### src/rtl/flaf_pkg.sv
// flaf_pkg: shared definitions for the FLAF dot-product scheduling slice.
// Holds the scheduler FSM state encoding, clog2-based width helpers for the
// block-index and block-count ports, and the default dot-product unit latency.
package flaf_pkg;

  typedef enum logic [1:0] {
    S_IDLE  = 2'd0,
    S_ISSUE = 2'd1,
    S_DRAIN = 2'd2,
    S_DONE  = 2'd3
  } sched_state_t;

  // Block index width; never narrower than one bit so a single-block
  // configuration still has a port.
  function automatic int addr_w(input int nblk_max);
    return (nblk_max > 1) ? $clog2(nblk_max) : 1;
  endfunction

  // Block-count width; must be able to hold nblk_max itself.
  function automatic int nblk_w(input int nblk_max);
    return $clog2(nblk_max + 1);
  endfunction

  // The adder tree sums all LEN products combinationally and registers once.
  function automatic int tree_lat(input int len);
    return (len > 1) ? 1 : 0;
  endfunction

  localparam int LEN_DEF      = 8;
  localparam int NBLK_MAX_DEF = 4;
  // Multiplier register + adder tree + output retiming register.
  localparam int DOTP_LAT_DEF = 2 + tree_lat(LEN_DEF);

endpackage

### src/rtl/DelayNUnit.sv
// DelayNUnit: W-bit wide, N-cycle delay line (shift register) with a
// synchronous active-high clear.
// Ports:
//   clk   - rising-edge clock
//   reset - synchronous clear of every stage
//   din   - value entering the line
//   dout  - din delayed by N cycles
module DelayNUnit #(
  parameter int W = 1,
  parameter int N = 1
) (
  input  logic         clk,
  input  logic         reset,
  input  logic [W-1:0] din,
  output logic [W-1:0] dout
);

  logic [N-1:0][W-1:0] sr;

  if (N == 1) begin : g_one
    always_ff @(posedge clk) begin
      if (reset) sr <= '0;
      else       sr[0] <= din;
    end
  end else begin : g_many
    always_ff @(posedge clk) begin
      if (reset) sr <= '0;
      else       sr <= {sr[N-2:0], din};
    end
  end

  assign dout = sr[N-1];

endmodule

### src/rtl/dotp_block_scheduler.sv
// dotp_block_scheduler: time-multiplexes one pipelined LEN-wide dot-product
// unit over up to NBLK_MAX operand blocks, one block per cycle, and
// accumulates the returned partial sums into a single WIDTH-bit result.
// Ports:
//   clk, reset - clock and synchronous active-high reset
//   start      - job request, only looked at in IDLE
//   nblk       - blocks in the job (clamped to NBLK_MAX), sampled with start
//   dotp_in    - dot-product unit output, DOTP_LAT cycles behind blk_addr
//   issue      - blk_addr carries a valid block this cycle
//   blk_addr   - operand block index to the operand muxes (0 when idle)
//   busy       - job in progress, acceptance through done inclusive
//   done       - one-cycle pulse, acc_out valid from this cycle
//   acc_out    - final wrap-around sum, held until the next done
module dotp_block_scheduler
  import flaf_pkg::*;
#(
  parameter int WIDTH    = 16,
  parameter int QP       = 12,
  parameter int LEN      = LEN_DEF,
  parameter int NBLK_MAX = NBLK_MAX_DEF,
  parameter int DOTP_LAT = 2 + tree_lat(LEN)
) (
  input  logic                        clk,
  input  logic                        reset,
  input  logic                        start,
  input  logic [nblk_w(NBLK_MAX)-1:0] nblk,
  input  logic [WIDTH-1:0]            dotp_in,
  output logic                        issue,
  output logic [addr_w(NBLK_MAX)-1:0] blk_addr,
  output logic                        busy,
  output logic                        done,
  output logic [WIDTH-1:0]            acc_out
);

  localparam int AW = addr_w(NBLK_MAX);
  localparam int NW = nblk_w(NBLK_MAX);

  // QP only documents the number format; the sum is a plain wrap-around add.
  if (QP < 0 || QP >= WIDTH || NBLK_MAX < 1 || DOTP_LAT < 1) begin : g_bad_params
    $error("dotp_block_scheduler: unsupported parameter combination");
  end

  sched_state_t      state, state_nx;
  logic [AW-1:0]     last_addr;
  logic [NW-1:0]     nblk_clamp;
  logic [NW-1:0]     pend;
  logic [WIDTH-1:0]  acc, acc_nx;
  logic              tag_out;
  logic              accept;
  logic              last_blk;
  logic              drained;

  // Tag pipe: marks which dotp_in cycles belong to an issued block.
  DelayNUnit #(1, DOTP_LAT) u_tag_pipe (
    .clk   (clk),
    .reset (reset),
    .din   (issue),
    .dout  (tag_out)
  );

  assign issue = (state == S_ISSUE);
  assign busy  = (state != S_IDLE);
  assign done  = (state == S_DONE);

  assign accept     = (state == S_IDLE) && start;
  assign nblk_clamp = (nblk > NW'(NBLK_MAX)) ? NW'(NBLK_MAX) : nblk;
  assign last_blk   = (blk_addr == last_addr);
  assign acc_nx     = tag_out ? (acc + dotp_in) : acc;

  // pend counts issued blocks whose result has not yet been summed. The job
  // is complete once the only outstanding result is the one arriving now, so
  // DONE is entered on the same edge that absorbs the final partial sum.
  assign drained = (pend == '0) || ((pend == NW'(1)) && tag_out);

  always_comb begin
    state_nx = state;
    case (state)
      S_IDLE:  if (start) state_nx = (nblk == '0) ? S_DONE : S_ISSUE;
      S_ISSUE: if (last_blk) state_nx = S_DRAIN;
      S_DRAIN: if (drained) state_nx = S_DONE;
      S_DONE:  state_nx = S_IDLE;
      default: state_nx = S_IDLE;
    endcase
  end

  always_ff @(posedge clk) begin
    if (reset) begin
      state     <= S_IDLE;
      blk_addr  <= '0;
      last_addr <= '0;
      pend      <= '0;
      acc       <= '0;
      acc_out   <= '0;
    end else begin
      state    <= state_nx;
      acc      <= accept ? '0 : acc_nx;
      blk_addr <= (issue && !last_blk) ? blk_addr + AW'(1) : '0;

      if (accept) last_addr <= AW'(nblk_clamp - NW'(1));

      case ({issue, tag_out})
        2'b10:   pend <= pend + NW'(1);
        2'b01:   pend <= pend - NW'(1);
        default: pend <= pend;
      endcase

      // acc_out must include the partial sum absorbed on this same edge; a
      // zero-block job reports zero regardless of the previous accumulator.
      if (state_nx == S_DONE) acc_out <= accept ? '0 : acc_nx;
    end
  end

endmodule

### config.mk
export PLATFORM = sky130hd
export DESIGN_NAME = dotp_block_scheduler
export DESIGN_NICKNAME = d
export VERILOG_FILES = /design/src/rtl/flaf_pkg.sv /design/src/rtl/DelayNUnit.sv /design/src/rtl/dotp_block_scheduler.sv
export SDC_FILE = /design/constraint.sdc
export NUM_CORES = 1
export LEC_CHECK = 0
export CORE_ASPECT_RATIO = 0.75
export CORE_UTILIZATION = 40
export DETAILED_ROUTE_END_ITERATION = 16
export GPL_TIMING_DRIVEN = 0
export PLACE_DENSITY_LB_ADDON = 0.3
export SLEW_MARGIN = 40
export SYNTH_ARGS = -nofsm -noshare
export SYNTH_HDL_FRONTEND = slang
export SYNTH_SLANG_ARGS = --single-unit
### constraint.sdc
create_clock -name clk -period 4.6 [get_ports clk]
set_input_delay 0.46 -clock clk [delete_from_list [all_inputs] [get_ports clk]]
set_output_delay 0.46 -clock clk [all_outputs]
set_load 0.02 [all_outputs]
==> key figures <==
Route
  – Routed vias/inst: 5.552
  – Post-route ant nets: 0
  – Initial DRC count: 139
  – Drt wl/cell: 15.48 um
  – DRT Pass-1 Iters: 4
  – DRC: 0
  – DR vias: between 2000 and 2500
  – Post-Route WL: 6674 um

Setup path
  – Worst Path Required: 4.86 ns
  – Worst path depth: 9
  – Critical R2R Capture: acc_out[12]$_SDFFE_PP0N_
  – R2R depth: 8
  – WS Path Type: primary input to flip-flop
  – CP Capture Type: flip-flop
  – Largest stage delay on the critical path: 0.54 ns
  – CP max stage cell: a311oi_1
  – Crit path max fanout: 3
  – CP Cell Sequence: clkdlybuf4s50_1 -> ha_1 -> fa_1 -> a21o_1 -> a311oi_1 -> o31ai_1 -> a2111o_1 -> nand3_1 -> mux2_2
  – WP data arrival: 3.18 ns
  – R2r startpoint: acc[0]$_SDFF_PP0_
  – FF-to-FF setup slack: 1.96 ns
  – Crit-path leading delay family: compound AO/OA/AOI/OAI gates
  – Crit start category: primary input
  – CP bufs+invs: 1

Clock tree
  – Number of CTS-inserted buffers: 5
  – Clk sinks: 44
  – Htree depth: 2
  – Post-CTS Setup Repair Bufs: 0
  – Cts repair resizes: 0
  – Clock Path Buffers: 2
  – CTS clock-pin slew for the worst setup and hold paths: 0.09 ns
  – Clk_lat worst skew: 0.32 ns
  – Root Driver: clkbuf_8
  – CTS tree: done
  – Hold Buf Count CTS: 0

Layout
  – Most frequent cells in the layout: dfxtp_1, clkdlybuf4s50_1, nor2_1
  – Syn-to-layout area delta: 24.66%
  – Fin nets: between 300 and 400
  – Commonest non-fill, non-tap cell in the layout: dfxtp_1
  – Non-filler instance count after layout: 431
  – Share of cells above drive strength 1: around 7%
  – Antenna cells: 0
  – Fillers: 574
  – Finished Cell Area: approximately 0.0032 sq mm

Power and ir drop
  – Total Power: 0.9376 mW
  – P per Cell Area: between 200 and 300 mW/mm^2
  – Max rail drop VDD: 0.1314 mV
  – Leak: 1.214 nW

Synthesis
  – Syn Nets: 346
  – Post-Syn Area: approximately 0.0026 sq mm
  – Yosys reg bits: 44
  – Synth unique cells: 57
  – Post-synthesis simple-gate area fraction: 22.17%
  – Syn Area/Cell: ~8.5 sq um
  – Seq/Total Area, Yosys: around 34%
  – Synth warn: 0
  – XOR/XNOR share of the synthesized area: approximately 4%
  – EDFF count, synth: 0
  – Synth Flop Type: dfxtp_1
  – Adder-Cell Fraction of Synth Area: 10.53%
  – Mux contribution to synthesized area: 4.435%
  – Compound-cell area share of the yosys netlist: 21.20%
  – Largest family of logic cells by synthesized area: simple AND/OR/NAND/NOR gates
  – Syn Inst Count: about 300
  – Synth async-reset ratio: 0%

Global routing
  – Vias in the first global route: 2152
  – Global Route Usage Sum: around a fifth
  – First-pass GRT wire length: 10670 um
  – Initial antenna violation count: 0
  – Overflow after GRT: 0
  – Pin count of the biggest net entering global routing: 16

Floorplanning
  – Die W: 94.51 um
  – Die ar.: 0.006747 sq mm
  – Effective utilization at floorplan: 42.75%
  – Die H: 71.39 um
  – Cell Rows: 24
  – Core area: 0.006006 sq mm
  – IO Count: 43

Place
  – DP Cell Count: 423
  – GP Congestion: ~0.9
  – Hpwl dp: 5074 um
  – Port Buf Inserts: 42
  – Cell Area, Placed: ~0.0031 sq mm

STA
  – Setup TNS: 0 ns
  – Clock skew: 0.008423 ns
  – Fmax: 342.6 MHz
  – Final max-slew violation count: 0
  – Worst-Margin Slew: 0.6486 ns
  – RSZ-0062 raised after global routing: no
  – Min Tclk post-route: 2.919 ns
  – Setup-failing EPs final: 0
  – Final hold vios: 0
  – Slew margin rel.: 56.67%
  – Final critical-path share of the clock period: a little under two thirds

Run
  – Max-Cap Viols: 0

Min path
  – Worst hold endpoint: u_tag_pipe.dout$_SDFF_PP0_
  – Worst hold path class: flip-flop to flip-flop
  – Hold Path Depth: 1
  – Min-delay src: u_tag_pipe.sr[1]$_SDFF_PP0_

Status
  – Status: completed
[power by group]
group | switching [mW] | total [mW] | internal [mW]
Combinational | 0.125 | 0.209 | 0.0840
Clock | 0.152 | 0.316 | 0.164
Sequential | 0.0157 | 0.413 | 0.397
Total | 0.292 | 0.938 | 0.645
[cells by family after synthesis]
kind of cell,after synthesis
compound gates,82
fa+ha+maj,21
mux,11
xor+xnor,12
simple gates,111
buf+inv,22
flops,44
[per-stage QoR]
| stage | setup WS, ns | util [%] | hold slack [ns] |
|---|---|---|---|
| finish | 1.681 | 53.29 | 0.4491 |
| global route | 1.604 | 53.29 | 0.4746 |
| CTS | 1.728 | 53.29 | 0.4466 |
| detailed placement | 1.402 | 51.38 | 0.4247 |
| global placement | 1.442 | 51.38 | 0.4170 |
| floorplan | 2.143 | - | 0.4138 |
[routing by layer]
| layer | global-route usage, % | wire length, um | up-vias |
|---|---|---|---|
| li1 | - | - | 1198 |
| met1 | 31.22 | 3426 | 1116 |
| met2 | 29.63 | 2699 | 70 |
| met3 | 5.414 | 460 | 9 |
| met4 | 6.902 | 88 | 0 |
| met5 | 0 | 0 | - |
[flip-flops by register name, summed over array words and instances, names as in the netlist]
register,flops
acc,16
acc_out,16
blk_addr,2
last_addr,2
pend,3
state,2
u_tag_pipe.dout,1
u_tag_pipe.sr,2
[Yosys cell counts, drive strengths merged, types with 3 or more instances]
cell type	n	area, sq um
ha	20	250.2
buf	3	12.51
o21ai	13	68.82
a311oi	3	26.28
mux2i	8	80.08
o31ai	6	45.04
mux2	3	33.78
nand3b	7	52.55
dfxtp	44	880.8
inv	9	33.78
clkbuf	9	33.78
nand2	22	82.58
xor2	7	61.31
o21bai	3	22.52
a21o	4	31.28
a22oi	3	22.52
xnor2	5	43.79
a31oi	3	18.77
nor2b	8	50.05
or3	7	51.29
nand4	3	18.77
nand3	9	45.04
and2	3	18.77
a21oi	29	152.7
nor2	32	120.1
o21a	3	22.52
nor3	8	40.04
[worst max path at each step]
stage	start	end	slack [ns]
after floorplan	dotp_in[0]	acc[10]$_SDFF_PP0_	2.14
after global placement	dotp_in[0]	acc[10]$_SDFF_PP0_	1.44
after detailed placement	dotp_in[0]	acc[10]$_SDFF_PP0_	1.40
after CTS	dotp_in[0]	acc_out[12]$_SDFFE_PP0N_	1.73
after global routing	dotp_in[0]	acc_out[12]$_SDFFE_PP0N_	1.60
final	dotp_in[0]	acc_out[12]$_SDFFE_PP0N_	1.68
[area by class of cell]
type / count / area (sq um) / area share (%)
inverters: 10 / 37.54 / 1.173
flip-flops and latches: 44 / 880.8 / 27.52
multi-input cells: 237 / 1603 / 50.08
clock inverters: 3 / 46.29 / 1.446
repair buffers: 42 / 420.4 / 13.14
plain buffers: 12 / 46.29 / 1.446
clock buffers: 5 / 68.82 / 2.150
well taps: 78 / 97.59 / 3.049
Power figures use the tool's default switching activity.
